==> src/rtl/ex_hazard_ctrl_pkg.sv <==
// Shared constants and types for the EX-stage hazard controller:
// forwarding-select encodings, FSM states and a saturating increment.
package hazard_pkg;

  localparam int REG_AW_DEF = 5;
  localparam int FCNT_W     = 3;

  localparam logic [1:0] FWD_REG = 2'b00;
  localparam logic [1:0] FWD_MEM = 2'b01;
  localparam logic [1:0] FWD_WB  = 2'b10;

  typedef enum logic {
    ST_RUN   = 1'b0,
    ST_FLUSH = 1'b1
  } state_e;

  function automatic logic [31:0] sat_inc(input logic [31:0] v);
    return (v == 32'hFFFF_FFFF) ? v : v + 32'd1;
  endfunction

endpackage

==> src/rtl/ex_hazard_ctrl_if.sv <==
// Pipeline <-> hazard-controller bundle: decode/EX fields in, stall,
// flush, redirect and forwarding selects out.
interface ex_hazard_ctrl_if
  import hazard_pkg::*;
#(
  parameter int REG_AW = REG_AW_DEF
);

  logic [REG_AW-1:0] id_rs1;
  logic [REG_AW-1:0] id_rs2;
  logic              id_use_rs1;
  logic              id_use_rs2;
  logic [REG_AW-1:0] ex_rs1;
  logic [REG_AW-1:0] ex_rs2;
  logic [REG_AW-1:0] ex_rd;
  logic              ex_regwrite;
  logic              ex_memread;
  logic              ex_branch;
  logic              ex_taken;
  logic              ex_j;
  logic              ex_jalr;

  logic              stall_pc;
  logic              stall_ifid;
  logic              flush_ifid;
  logic              flush_idex;
  logic              redirect;
  logic [1:0]        fwd_a;
  logic [1:0]        fwd_b;
  logic [31:0]       perf_stall_cnt;
  logic [31:0]       perf_flush_cnt;

  modport master (
    output id_rs1, id_rs2, id_use_rs1, id_use_rs2,
    output ex_rs1, ex_rs2, ex_rd, ex_regwrite, ex_memread,
    output ex_branch, ex_taken, ex_j, ex_jalr,
    input  stall_pc, stall_ifid, flush_ifid, flush_idex, redirect,
    input  fwd_a, fwd_b, perf_stall_cnt, perf_flush_cnt
  );

  modport slave (
    input  id_rs1, id_rs2, id_use_rs1, id_use_rs2,
    input  ex_rs1, ex_rs2, ex_rd, ex_regwrite, ex_memread,
    input  ex_branch, ex_taken, ex_j, ex_jalr,
    output stall_pc, stall_ifid, flush_ifid, flush_idex, redirect,
    output fwd_a, fwd_b, perf_stall_cnt, perf_flush_cnt
  );

endinterface

==> src/rtl/ex_hazard_ctrl_fwd_sel.sv <==
// Per-operand forwarding select: MEM beats WB, x0 never forwards, and a
// load in MEM has no ALU result to forward.
module fwd_sel
  import hazard_pkg::*;
#(
  parameter int REG_AW = REG_AW_DEF
) (
  input  logic [REG_AW-1:0] ex_rs_i,
  input  logic [REG_AW-1:0] mem_rd_i,
  input  logic              mem_we_i,
  input  logic              mem_ld_i,
  input  logic [REG_AW-1:0] wb_rd_i,
  input  logic              wb_we_i,
  output logic [1:0]        sel_o
);

  logic mem_hit;
  logic wb_hit;

  assign mem_hit = mem_we_i && (mem_rd_i != '0) && (mem_rd_i == ex_rs_i) && !mem_ld_i;
  assign wb_hit  = wb_we_i && (wb_rd_i != '0) && (wb_rd_i == ex_rs_i);

  always_comb begin
    if (mem_hit)     sel_o = FWD_MEM;
    else if (wb_hit) sel_o = FWD_WB;
    else             sel_o = FWD_REG;
  end

endmodule

==> src/rtl/ex_hazard_ctrl.sv <==
// EX-stage hazard controller: forwarding, load-use stall, redirect flush.
// Optional perf counters are built only when HAZARD_PERF_CNT_EN is defined.
module ex_hazard_ctrl
  import hazard_pkg::*;
#(
  parameter int FLUSH_CYCLES = 1,
  parameter int REG_AW       = REG_AW_DEF
) (
  input logic              clk,
  input logic              rst_n,
  ex_hazard_ctrl_if.slave  hz
);

  localparam logic [FCNT_W-1:0] FLUSH_LOAD = FLUSH_CYCLES[FCNT_W-1:0];

  state_e            state_q, state_d;
  logic [FCNT_W-1:0] fcnt_q, fcnt_d;

  logic [REG_AW-1:0] mem_rd_q, wb_rd_q;
  logic              mem_we_q, mem_ld_q, wb_we_q;

  logic              take;
  logic              load_use;
  logic              stall_c;
  logic              flush_ifid_c;
  logic              flush_idex_c;
  logic              redirect_c;

  // Shadow of the downstream pipeline; squashed slots arrive as zeros.
  // NOTE: state registers use non-blocking assignments so every flop samples pre-edge values.
  always_ff @(posedge clk or negedge rst_n) begin
    if (!rst_n) begin
      mem_rd_q <= '0;
      mem_we_q <= 1'b0;
      mem_ld_q <= 1'b0;
      wb_rd_q  <= '0;
      wb_we_q  <= 1'b0;
    end else begin
      mem_rd_q <= hz.ex_rd;
      mem_we_q <= hz.ex_regwrite;
      mem_ld_q <= hz.ex_memread;
      wb_rd_q  <= mem_rd_q;
      wb_we_q  <= mem_we_q;
    end
  end

  fwd_sel #(.REG_AW(REG_AW)) u_fwd_a (
    .ex_rs_i  (hz.ex_rs1),
    .mem_rd_i (mem_rd_q),
    .mem_we_i (mem_we_q),
    .mem_ld_i (mem_ld_q),
    .wb_rd_i  (wb_rd_q),
    .wb_we_i  (wb_we_q),
    .sel_o    (hz.fwd_a)
  );

  fwd_sel #(.REG_AW(REG_AW)) u_fwd_b (
    .ex_rs_i  (hz.ex_rs2),
    .mem_rd_i (mem_rd_q),
    .mem_we_i (mem_we_q),
    .mem_ld_i (mem_ld_q),
    .wb_rd_i  (wb_rd_q),
    .wb_we_i  (wb_we_q),
    .sel_o    (hz.fwd_b)
  );

  assign take     = (hz.ex_branch && hz.ex_taken) || hz.ex_j || hz.ex_jalr;
  assign load_use = hz.ex_memread && (hz.ex_rd != '0) &&
                    ((hz.id_use_rs1 && (hz.id_rs1 == hz.ex_rd)) ||
                     (hz.id_use_rs2 && (hz.id_rs2 == hz.ex_rd)));

  always_ff @(posedge clk or negedge rst_n) begin
    if (!rst_n) begin
      state_q <= ST_RUN;
      fcnt_q  <= '0;
    end else begin
      state_q <= state_d;
      fcnt_q  <= fcnt_d;
    end
  end

  // NOTE: every always_comb output gets a default first so no path can infer a latch.
  always_comb begin
    state_d      = state_q;
    fcnt_d       = fcnt_q;
    stall_c      = 1'b0;
    flush_ifid_c = 1'b0;
    flush_idex_c = 1'b0;
    redirect_c   = 1'b0;
    case (state_q)
      ST_RUN: begin
        if (take) begin
          redirect_c   = 1'b1;
          flush_ifid_c = 1'b1;
          flush_idex_c = 1'b1;
          if (FLUSH_CYCLES != 0) begin
            state_d = ST_FLUSH;
            fcnt_d  = FLUSH_LOAD;
          end
        end else if (load_use) begin
          stall_c      = 1'b1;
          flush_idex_c = 1'b1;
        end
      end
      ST_FLUSH: begin
        // Redirected fetch still in flight: squash whatever IF/ID and ID/EX hold.
        flush_ifid_c = 1'b1;
        flush_idex_c = 1'b1;
        fcnt_d       = fcnt_q - FCNT_W'(1);
        if (fcnt_q == FCNT_W'(1)) state_d = ST_RUN;
      end
      default: state_d = ST_RUN;
    endcase
  end

  // Inputs may be live during reset; gate so the pipeline sees all-quiet controls.
  assign hz.stall_pc   = rst_n & stall_c;
  assign hz.stall_ifid = rst_n & stall_c;
  assign hz.flush_ifid = rst_n & flush_ifid_c;
  assign hz.flush_idex = rst_n & flush_idex_c;
  assign hz.redirect   = rst_n & redirect_c;

`ifdef HAZARD_PERF_CNT_EN
  logic [31:0] stall_cnt_q;
  logic [31:0] flush_cnt_q;

  always_ff @(posedge clk or negedge rst_n) begin
    if (!rst_n) begin
      stall_cnt_q <= '0;
      flush_cnt_q <= '0;
    end else begin
      if (stall_c)    stall_cnt_q <= sat_inc(stall_cnt_q);
      if (redirect_c) flush_cnt_q <= sat_inc(flush_cnt_q);
    end
  end

  assign hz.perf_stall_cnt = stall_cnt_q;
  assign hz.perf_flush_cnt = flush_cnt_q;
`else
  assign hz.perf_stall_cnt = '0;
  assign hz.perf_flush_cnt = '0;
`endif

endmodule

==> src/flat_wrapper.sv <==
// flat-port wrapper written by rule: the top's interface ports become plain ports
module ex_hazard_ctrl_flat import hazard_pkg::*;
#(
  parameter int FLUSH_CYCLES = 1,
  parameter int REG_AW       = REG_AW_DEF
)
  (clk, rst_n, hz_id_rs1, hz_id_rs2, hz_id_use_rs1, hz_id_use_rs2, hz_ex_rs1, hz_ex_rs2, hz_ex_rd, hz_ex_regwrite, hz_ex_memread, hz_ex_branch, hz_ex_taken, hz_ex_j, hz_ex_jalr, hz_stall_pc, hz_stall_ifid, hz_flush_ifid, hz_flush_idex, hz_redirect, hz_fwd_a, hz_fwd_b, hz_perf_stall_cnt, hz_perf_flush_cnt);
  ex_hazard_ctrl_if #(.REG_AW(REG_AW)) hz_i ();
  input logic clk;
  input logic rst_n;
  input wire logic [$bits(hz_i.id_rs1)-1:0] hz_id_rs1;
  input wire logic [$bits(hz_i.id_rs2)-1:0] hz_id_rs2;
  input wire logic [$bits(hz_i.id_use_rs1)-1:0] hz_id_use_rs1;
  input wire logic [$bits(hz_i.id_use_rs2)-1:0] hz_id_use_rs2;
  input wire logic [$bits(hz_i.ex_rs1)-1:0] hz_ex_rs1;
  input wire logic [$bits(hz_i.ex_rs2)-1:0] hz_ex_rs2;
  input wire logic [$bits(hz_i.ex_rd)-1:0] hz_ex_rd;
  input wire logic [$bits(hz_i.ex_regwrite)-1:0] hz_ex_regwrite;
  input wire logic [$bits(hz_i.ex_memread)-1:0] hz_ex_memread;
  input wire logic [$bits(hz_i.ex_branch)-1:0] hz_ex_branch;
  input wire logic [$bits(hz_i.ex_taken)-1:0] hz_ex_taken;
  input wire logic [$bits(hz_i.ex_j)-1:0] hz_ex_j;
  input wire logic [$bits(hz_i.ex_jalr)-1:0] hz_ex_jalr;
  output wire logic [$bits(hz_i.stall_pc)-1:0] hz_stall_pc;
  output wire logic [$bits(hz_i.stall_ifid)-1:0] hz_stall_ifid;
  output wire logic [$bits(hz_i.flush_ifid)-1:0] hz_flush_ifid;
  output wire logic [$bits(hz_i.flush_idex)-1:0] hz_flush_idex;
  output wire logic [$bits(hz_i.redirect)-1:0] hz_redirect;
  output wire logic [$bits(hz_i.fwd_a)-1:0] hz_fwd_a;
  output wire logic [$bits(hz_i.fwd_b)-1:0] hz_fwd_b;
  output wire logic [$bits(hz_i.perf_stall_cnt)-1:0] hz_perf_stall_cnt;
  output wire logic [$bits(hz_i.perf_flush_cnt)-1:0] hz_perf_flush_cnt;
  assign hz_i.id_rs1 = hz_id_rs1;
  assign hz_i.id_rs2 = hz_id_rs2;
  assign hz_i.id_use_rs1 = hz_id_use_rs1;
  assign hz_i.id_use_rs2 = hz_id_use_rs2;
  assign hz_i.ex_rs1 = hz_ex_rs1;
  assign hz_i.ex_rs2 = hz_ex_rs2;
  assign hz_i.ex_rd = hz_ex_rd;
  assign hz_i.ex_regwrite = hz_ex_regwrite;
  assign hz_i.ex_memread = hz_ex_memread;
  assign hz_i.ex_branch = hz_ex_branch;
  assign hz_i.ex_taken = hz_ex_taken;
  assign hz_i.ex_j = hz_ex_j;
  assign hz_i.ex_jalr = hz_ex_jalr;
  assign hz_stall_pc = hz_i.stall_pc;
  assign hz_stall_ifid = hz_i.stall_ifid;
  assign hz_flush_ifid = hz_i.flush_ifid;
  assign hz_flush_idex = hz_i.flush_idex;
  assign hz_redirect = hz_i.redirect;
  assign hz_fwd_a = hz_i.fwd_a;
  assign hz_fwd_b = hz_i.fwd_b;
  assign hz_perf_stall_cnt = hz_i.perf_stall_cnt;
  assign hz_perf_flush_cnt = hz_i.perf_flush_cnt;
  ex_hazard_ctrl #(.FLUSH_CYCLES(FLUSH_CYCLES), .REG_AW(REG_AW)) u_core (.clk(clk), .rst_n(rst_n), .hz(hz_i));
endmodule
==> config.mk <==
export PLATFORM = sky130hd
export DESIGN_NAME = ex_hazard_ctrl_flat
export DESIGN_NICKNAME = d
export VERILOG_FILES = /design/src/rtl/ex_hazard_ctrl_pkg.sv /design/src/rtl/ex_hazard_ctrl_if.sv /design/src/rtl/ex_hazard_ctrl_fwd_sel.sv /design/src/rtl/ex_hazard_ctrl.sv /design/src/flat_wrapper.sv
export SDC_FILE = /design/constraint.sdc
export NUM_CORES = 1
export LEC_CHECK = 0
export CORE_ASPECT_RATIO = 1.25
export CORE_MARGIN = 3
export CORE_UTILIZATION = 37
export DETAILED_ROUTE_END_ITERATION = 16
export PLACE_DENSITY = 0.86
export SLEW_MARGIN = 20
export SYNTH_ARGS = -nofsm -noshare
export SYNTH_HDL_FRONTEND = slang
export SYNTH_SLANG_ARGS = --single-unit
==> constraint.sdc <==
create_clock -name clk -period 5.3 [get_ports clk]
set_clock_uncertainty 0.05 [all_clocks]
set_input_delay 1.325 -clock clk [delete_from_list [all_inputs] [get_ports clk]]
set_output_delay 1.325 -clock clk [all_outputs]
set_load 0.005 [all_outputs]
Word level (Yosys, flattened, before mapping)
Cells that the tools add are included.
{ "word_totals": {"regBits": 17, "in_bits": 35, "out_inout_bits": 73, "word_cells": 57} }
{ "classes": {"addsub": 1, "n_eq_ne": 8, "n_mux": 16, "bitwise_logic": 5, "n_reduce_logical": 20} }
{ "ops": {"columns": ["cell", "count"], "rows": [
  ["$eq A5 B5 Y1", 6],
  ["$reduce_bool A5 Y1", 3],
  ["$logic_and A1 B1 Y1", 13],
  ["$mux W2", 4],
  ["$mux W1", 7],
  ["$pmux W1 S2", 3],
  ["$pmux W3 S2", 1],
  ["$and A1 B1 Y1", 4],
  ["$eq A3 B1 Y1 const B", 1],
  ["$logic_or A1 B1 Y1", 3],
  ["$mux W3", 1],
  ["$sub A3 B1 Y3 const B", 1],
  ["$ne A2 B1 Y1 const B", 1],
  ["$logic_not A1 Y1", 1],
  ["$not A1 Y1", 1]
]} }

Longest topological paths before layout
{ "depth": {"ltp_word": 8, "mapped_depth": 5} }

Modules after synthesis
Synthesis repeated with hierarchy kept, for this count alone.
{ "unflattened": {"hier_cells": 162, "area_unflattened_um2": 1521.5} }
{ "by_module_without_submodules": {"columns": ["mod", "n_inst", "cells_per_inst", "area_per_inst_um2", "seq_area_each_um2"], "rows": [
  ["ex_hazard_ctrl", 1, 118, 1183.6, 425.4],
  ["fwd_sel", 2, 22, 168.9, 0.0]
]} }

Worst setup path after synthesis
Ideal clock, no wire load.
{ "synth_timing": {"kind": "in2out", "startpoint": "in hz_ex_rd[4]", "endpoint": "out hz_stall_pc", "arrival_time_ps": 2289, "setup_slack_ps": 1636, "cell_stages": 5, "path_buffers": 1, "cell_sequence": "xor2_1 > nor4_1 > a32oi_1 > nor3_1 > buf_4"} }
{ "synth_via": {"elab_chain_len": 8} }
{ "synth_rtl": {"columns": ["element", "line", "text"], "rows": [
  ["start: declaration", "flat_wrapper.sv:17", "input wire logic [$bits(hz_i.ex_rd)-1:0] hz_ex_rd;"],
  ["$eq A5 B5 Y1, on equally long branches", "ex_hazard_ctrl.sv:69, ex_hazard_ctrl.sv:70", null],
  ["$logic_and A1 B1 Y1, on equally long branches", "ex_hazard_ctrl.sv:69, ex_hazard_ctrl.sv:70", null],
  ["$logic_or A1 B1 Y1", "ex_hazard_ctrl.sv:69", "((hz.id_use_rs1 && (hz.id_rs1 == hz.ex_rd)) ||"],
  ["$logic_and A1 B1 Y1 *", "ex_hazard_ctrl.sv:68", "assign load_use = hz.ex_memread && (hz.ex_rd != '0) &&"],
  ["$mux W1 *", "ex_hazard_ctrl.sv:100", "end else if (load_use) begin"],
  ["$mux W1 *", "ex_hazard_ctrl.sv:92", "if (take) begin"],
  ["$mux W1 *", "ex_hazard_ctrl.sv:90", "case (state_q)"],
  ["$and A1 B1 Y1 *", null, null],
  ["end: declaration", "flat_wrapper.sv:24", "output wire logic [$bits(hz_i.stall_pc)-1:0] hz_stall_pc;"]
]} }
Every way passes the cells marked *; elsewhere a longest branch is shown, timed or not.

Final worst setup path
{ "layout_timing": {"startpoint": "in hz_ex_rd[4]", "endpoint": "out hz_stall_ifid"} }
{ "layout_via": {"elab_chain_len": 8} }
{ "layout_rtl": {"columns": ["element", "line", "text"], "rows": [
  ["$eq A5 B5 Y1, on equally long branches", "ex_hazard_ctrl.sv:69, ex_hazard_ctrl.sv:70", null],
  ["$logic_and A1 B1 Y1, on equally long branches", "ex_hazard_ctrl.sv:69, ex_hazard_ctrl.sv:70", null],
  ["$logic_or A1 B1 Y1", "ex_hazard_ctrl.sv:69", null],
  ["$logic_and A1 B1 Y1 *", "ex_hazard_ctrl.sv:68", null],
  ["$mux W1 *", "ex_hazard_ctrl.sv:100", null],
  ["$mux W1 *", "ex_hazard_ctrl.sv:92", null],
  ["$mux W1 *", "ex_hazard_ctrl.sv:90", null],
  ["$and A1 B1 Y1 *", "ex_hazard_ctrl.sv:118", "assign hz.stall_ifid = rst_n & stall_c;"],
  ["end: declaration", "flat_wrapper.sv:25", "output wire logic [$bits(hz_i.stall_ifid)-1:0] hz_stall_ifid;"]
]} }
Marked as above.

==> run_results.csv <==
group,metric,value,unit
run_status,status,"finished, final reports clean",
layout,syn2layout_area_growth,19.3,%
power,switching_power,0.118,mW
layout,multi_input_area,748,um^2
power,powerDensity,221,nW/um^2
routing,drt-total-wl,2710,um
cts,cts_tree,"yes",
grt,met2_usage,21.5,%
cts,cts_resized,0,
die,ios,108,
setup_path,crit_top_cell,"clkdlybuf4s50_1",
power,power.internal,0.267,mW
sta,period_minus_slack,4.66,ns
power,seq_power_share,43.2,%
die,fp.coreArea,3630,um^2
grt,grt-ovfl-total,0,
setup_path,path_cells,"clkdlybuf4s50_1, xor2_1, nor4_1, a32oi_1, nor3_1, clkdlybuf4s50_1",
sta,max_freq,0.215,GHz
cts,cts_sinks,17,
grt,grt_pass1_vias,992,
grt,busiest_layer,"met2",
grt,grt_antenna_before_repair,0,
cts,hold_buffers,0,
placement,dp_hpwl,2340,um
layout,num_antenna_cells,0,
layout,drive_above_1_share,3.55,%
setup_path,end_kind,"output pin",
synthesis,synth_xor_area_share,18.7,%
die,die_h,76.1,um
setup_path,cp_data_arrival_time,3.28,ns
grt,grtUsageMet1,11.2,%
sta,final-setup-viol-count,0,
synthesis,yosys.area_share.simple,9.80,%
die,die-area,4730,um^2
power,combPwrFrac,32.9,%
cts,clock-root-buffer,"clkbuf_8",
grt,grt_pass1_wl,4240,um
cts,h-tree-depth,1,
cts,numCtsBuffers,3,
die,rows,24,
cts,clkLatencyLatePin,0.25,ns
layout,seqCellArea,425,um^2
run,maxCapViolations,0,
synthesis,syn_inst,153,
synthesis,synthMuxAreaShare,0,%
layout,nFillCells,374,
setup_path,timing.setup.critical_path_class,"input pin to output pin",
placement,io_buffers,43,
routing,drtIter0Drc,14,
routing,drtAntennaViolNets,0,
layout,finalNonFillerCells,249,
synthesis,ys_ff_latch,17,
sta,rsz0062_at_grt,"no",
grt,grt_max_degree,14,
synthesis,syn_area,1460,um^2
setup_path,cpPeakStageDelay,0.56,ns
grt,grtUsageMet3,2.03,%
synthesis,synth_cell_type_count,27,
setup_path,crit_slowest_cell,"clkdlybuf4s50_1",
power,leakagePower,0.782,nW
cts,clk_pin_slew,0.06,ns
routing,firstDrtPassIters,3,
synthesis,syn_avg_cell_area,9.51,um^2
power,switching_share,30.6,%
setup_path,crit_fanout,4,
synthesis,yosysSeqAreaShare,29.2,%
cts,post_cts.repair.setup_buffers,0,
routing,wl_per_cell,10.9,um
routing,vias,990,
sta,setup_tns,0,ns
synthesis,synth_top_family_by_area,"buffers and inverters",
synthesis,synth_compound_area_share,4.73,%
layout,nets,235,
placement,globalplace.congestion,0.856,
setup_path,start_kind,"input pin",
min_path,hp-class,"register to register",
die,initial_core_util,40.0,%
synthesis,synth_fa_ha_area_share,1.72,%
sta,period_share,87.9,%
grt,grt_usage,11.7,%
setup_path,critical_path_required,3.92,ns
sta,hold_violations,0,
power,ir_drop,95.3,uV
routing,route.detailed.vias_per_inst,3.98,
sta,slew_viol_final,0,
placement,place_inst,245,
die,dieWidth,62.1,um
synthesis,yosys_warnings,0,
routing,post-route-drc-count,0,
cts,clk_path_buf_depth,2,
power,p_clk_share,23.9,%
-- cell usage after synthesis (all sizes together) --
cell	count	share of area, %
buf	67	35
xor2	22	13
dfrtp	17	29
xnor2	9	5.4
nor4	6	3.4
or4	5	2.6
inv	4	1.0
and2	3	1.3
ha	2	1.7
nand3	2	0.69
o21ai	2	0.95
o22ai	2	0.86
a211oi	1	0.52
a21oi	1	0.34
a31oi	1	0.43
a32oi	1	0.60
conb	1	0.26
nand2	1	0.26
nor2	1	0.26
nor2b	1	0.43
nor3	1	0.34
nor3b	1	0.52
o211ai	1	0.52
o21bai	1	0.52
-- through the flow --
stage | power, mW | setup slack (ns) | util (%) | hold slack (ns) | instance area [um^2]
after floorplan | 0.268 | 1.64 | - | 0.297 | 1690
final | 0.384 | 0.642 | 47.8 | 0.320 | 1740
after detailed placement | 0.288 | 0.634 | 46.6 | 0.307 | 1690
after CTS | 0.388 | 0.616 | 47.8 | 0.322 | 1740
after global placement | 0.282 | 0.635 | 46.6 | 0.304 | 1690
after global routing | 0.413 | 0.508 | 47.8 | 0.327 | 1740
-- power groups by stage --
stage	clock (mW)	combinational, mW	sequential (mW)
floorplan	0	0.104	0.164
detailed placement	0	0.120	0.169
finish	0.0919	0.126	0.166
global route	0.101	0.144	0.168
global placement	0	0.115	0.167
CTS	0.0961	0.126	0.166
-- placed cells by master, fill, tap and decap left out, types with 3 or more instances in the layout --
| cell type | instances |
|---|---|
| clkbuf_8 | 3 |
| clkdlybuf4s50_1 | 43 |
| conb_1 | 64 |
| dfrtp_1 | 17 |
| inv_1 | 4 |
| nor4_1 | 4 |
| or4_1 | 5 |
| xnor2_1 | 9 |
| xor2_1 | 22 |
-- critical path: cells and delay by family --
family	cells	cell delay (ns)
buffers and inverters	2	1.05
and+or+nand+nor	2	0.55
xor gates and xnor gates	1	0.19
AOI/OAI and AO/OA	1	0.17
-- area by class of cell --
type | count | area share [%]
repair buffers | 44 | 25.2
clock buffers | 4 | 2.59
flip-flops and latches | 17 | 24.5
multi-input cells | 128 | 43.1
inverters | 4 | 0.865
well taps | 52 | 3.75
-- flip-flops by register name, indices dropped and copies added, names as in the netlist --
| register | count |
|---|---|
| u_core.mem_rd_q | 5 |
| u_core.wb_rd_q | 5 |
| u_core.fcnt_q | 3 |
| u_core.mem_ld_q | 1 |
| u_core.mem_we_q | 1 |
| u_core.state_q | 1 |
| u_core.wb_we_q | 1 |
-- logic make-up (layout without fill, tap and decap cells) --
group | Yosys count | count (layout)
compound gates | 10 | 10
xor+xnor | 31 | 31
fa+ha+maj | 2 | 2
buf+inv | 71 | 52
flops | 17 | 17
other cells | 1 | 64
simple gates | 21 | 21
-- routing by layer --
layer | part of all wire [%] | wire length, um | up-vias
met3 | 11 | 285 | 10
li1 | - | - | 461
met4 | 3.4 | 91 | 0
met2 | 53 | 1450 | 72
met1 | 33 | 882 | 447
met5 | 0 | 0 | -
-- final timing paths --
| kind | start | endpoint | slack (ns) | cells after the start |
|---|---|---|---|---|
| max in group asynchronous | rst_n | u_core.wb_rd_q[1] | 3.35 | 2 |
| max | hz_ex_rd[4] | hz_stall_ifid | 0.64 | 6 |
| min in group asynchronous | rst_n | u_core.state_q | 1.36 | 1 |
| min reg2reg | u_core.mem_we_q | u_core.wb_we_q | 0.32 | 0 |
| max reg2reg | u_core.fcnt_q[0] | u_core.fcnt_q[2] | 4.12 | 4 |
| min | u_core.mem_we_q | u_core.wb_we_q | 0.32 | 0 |
No activity file was read; power rests on OpenSTA's default activity.
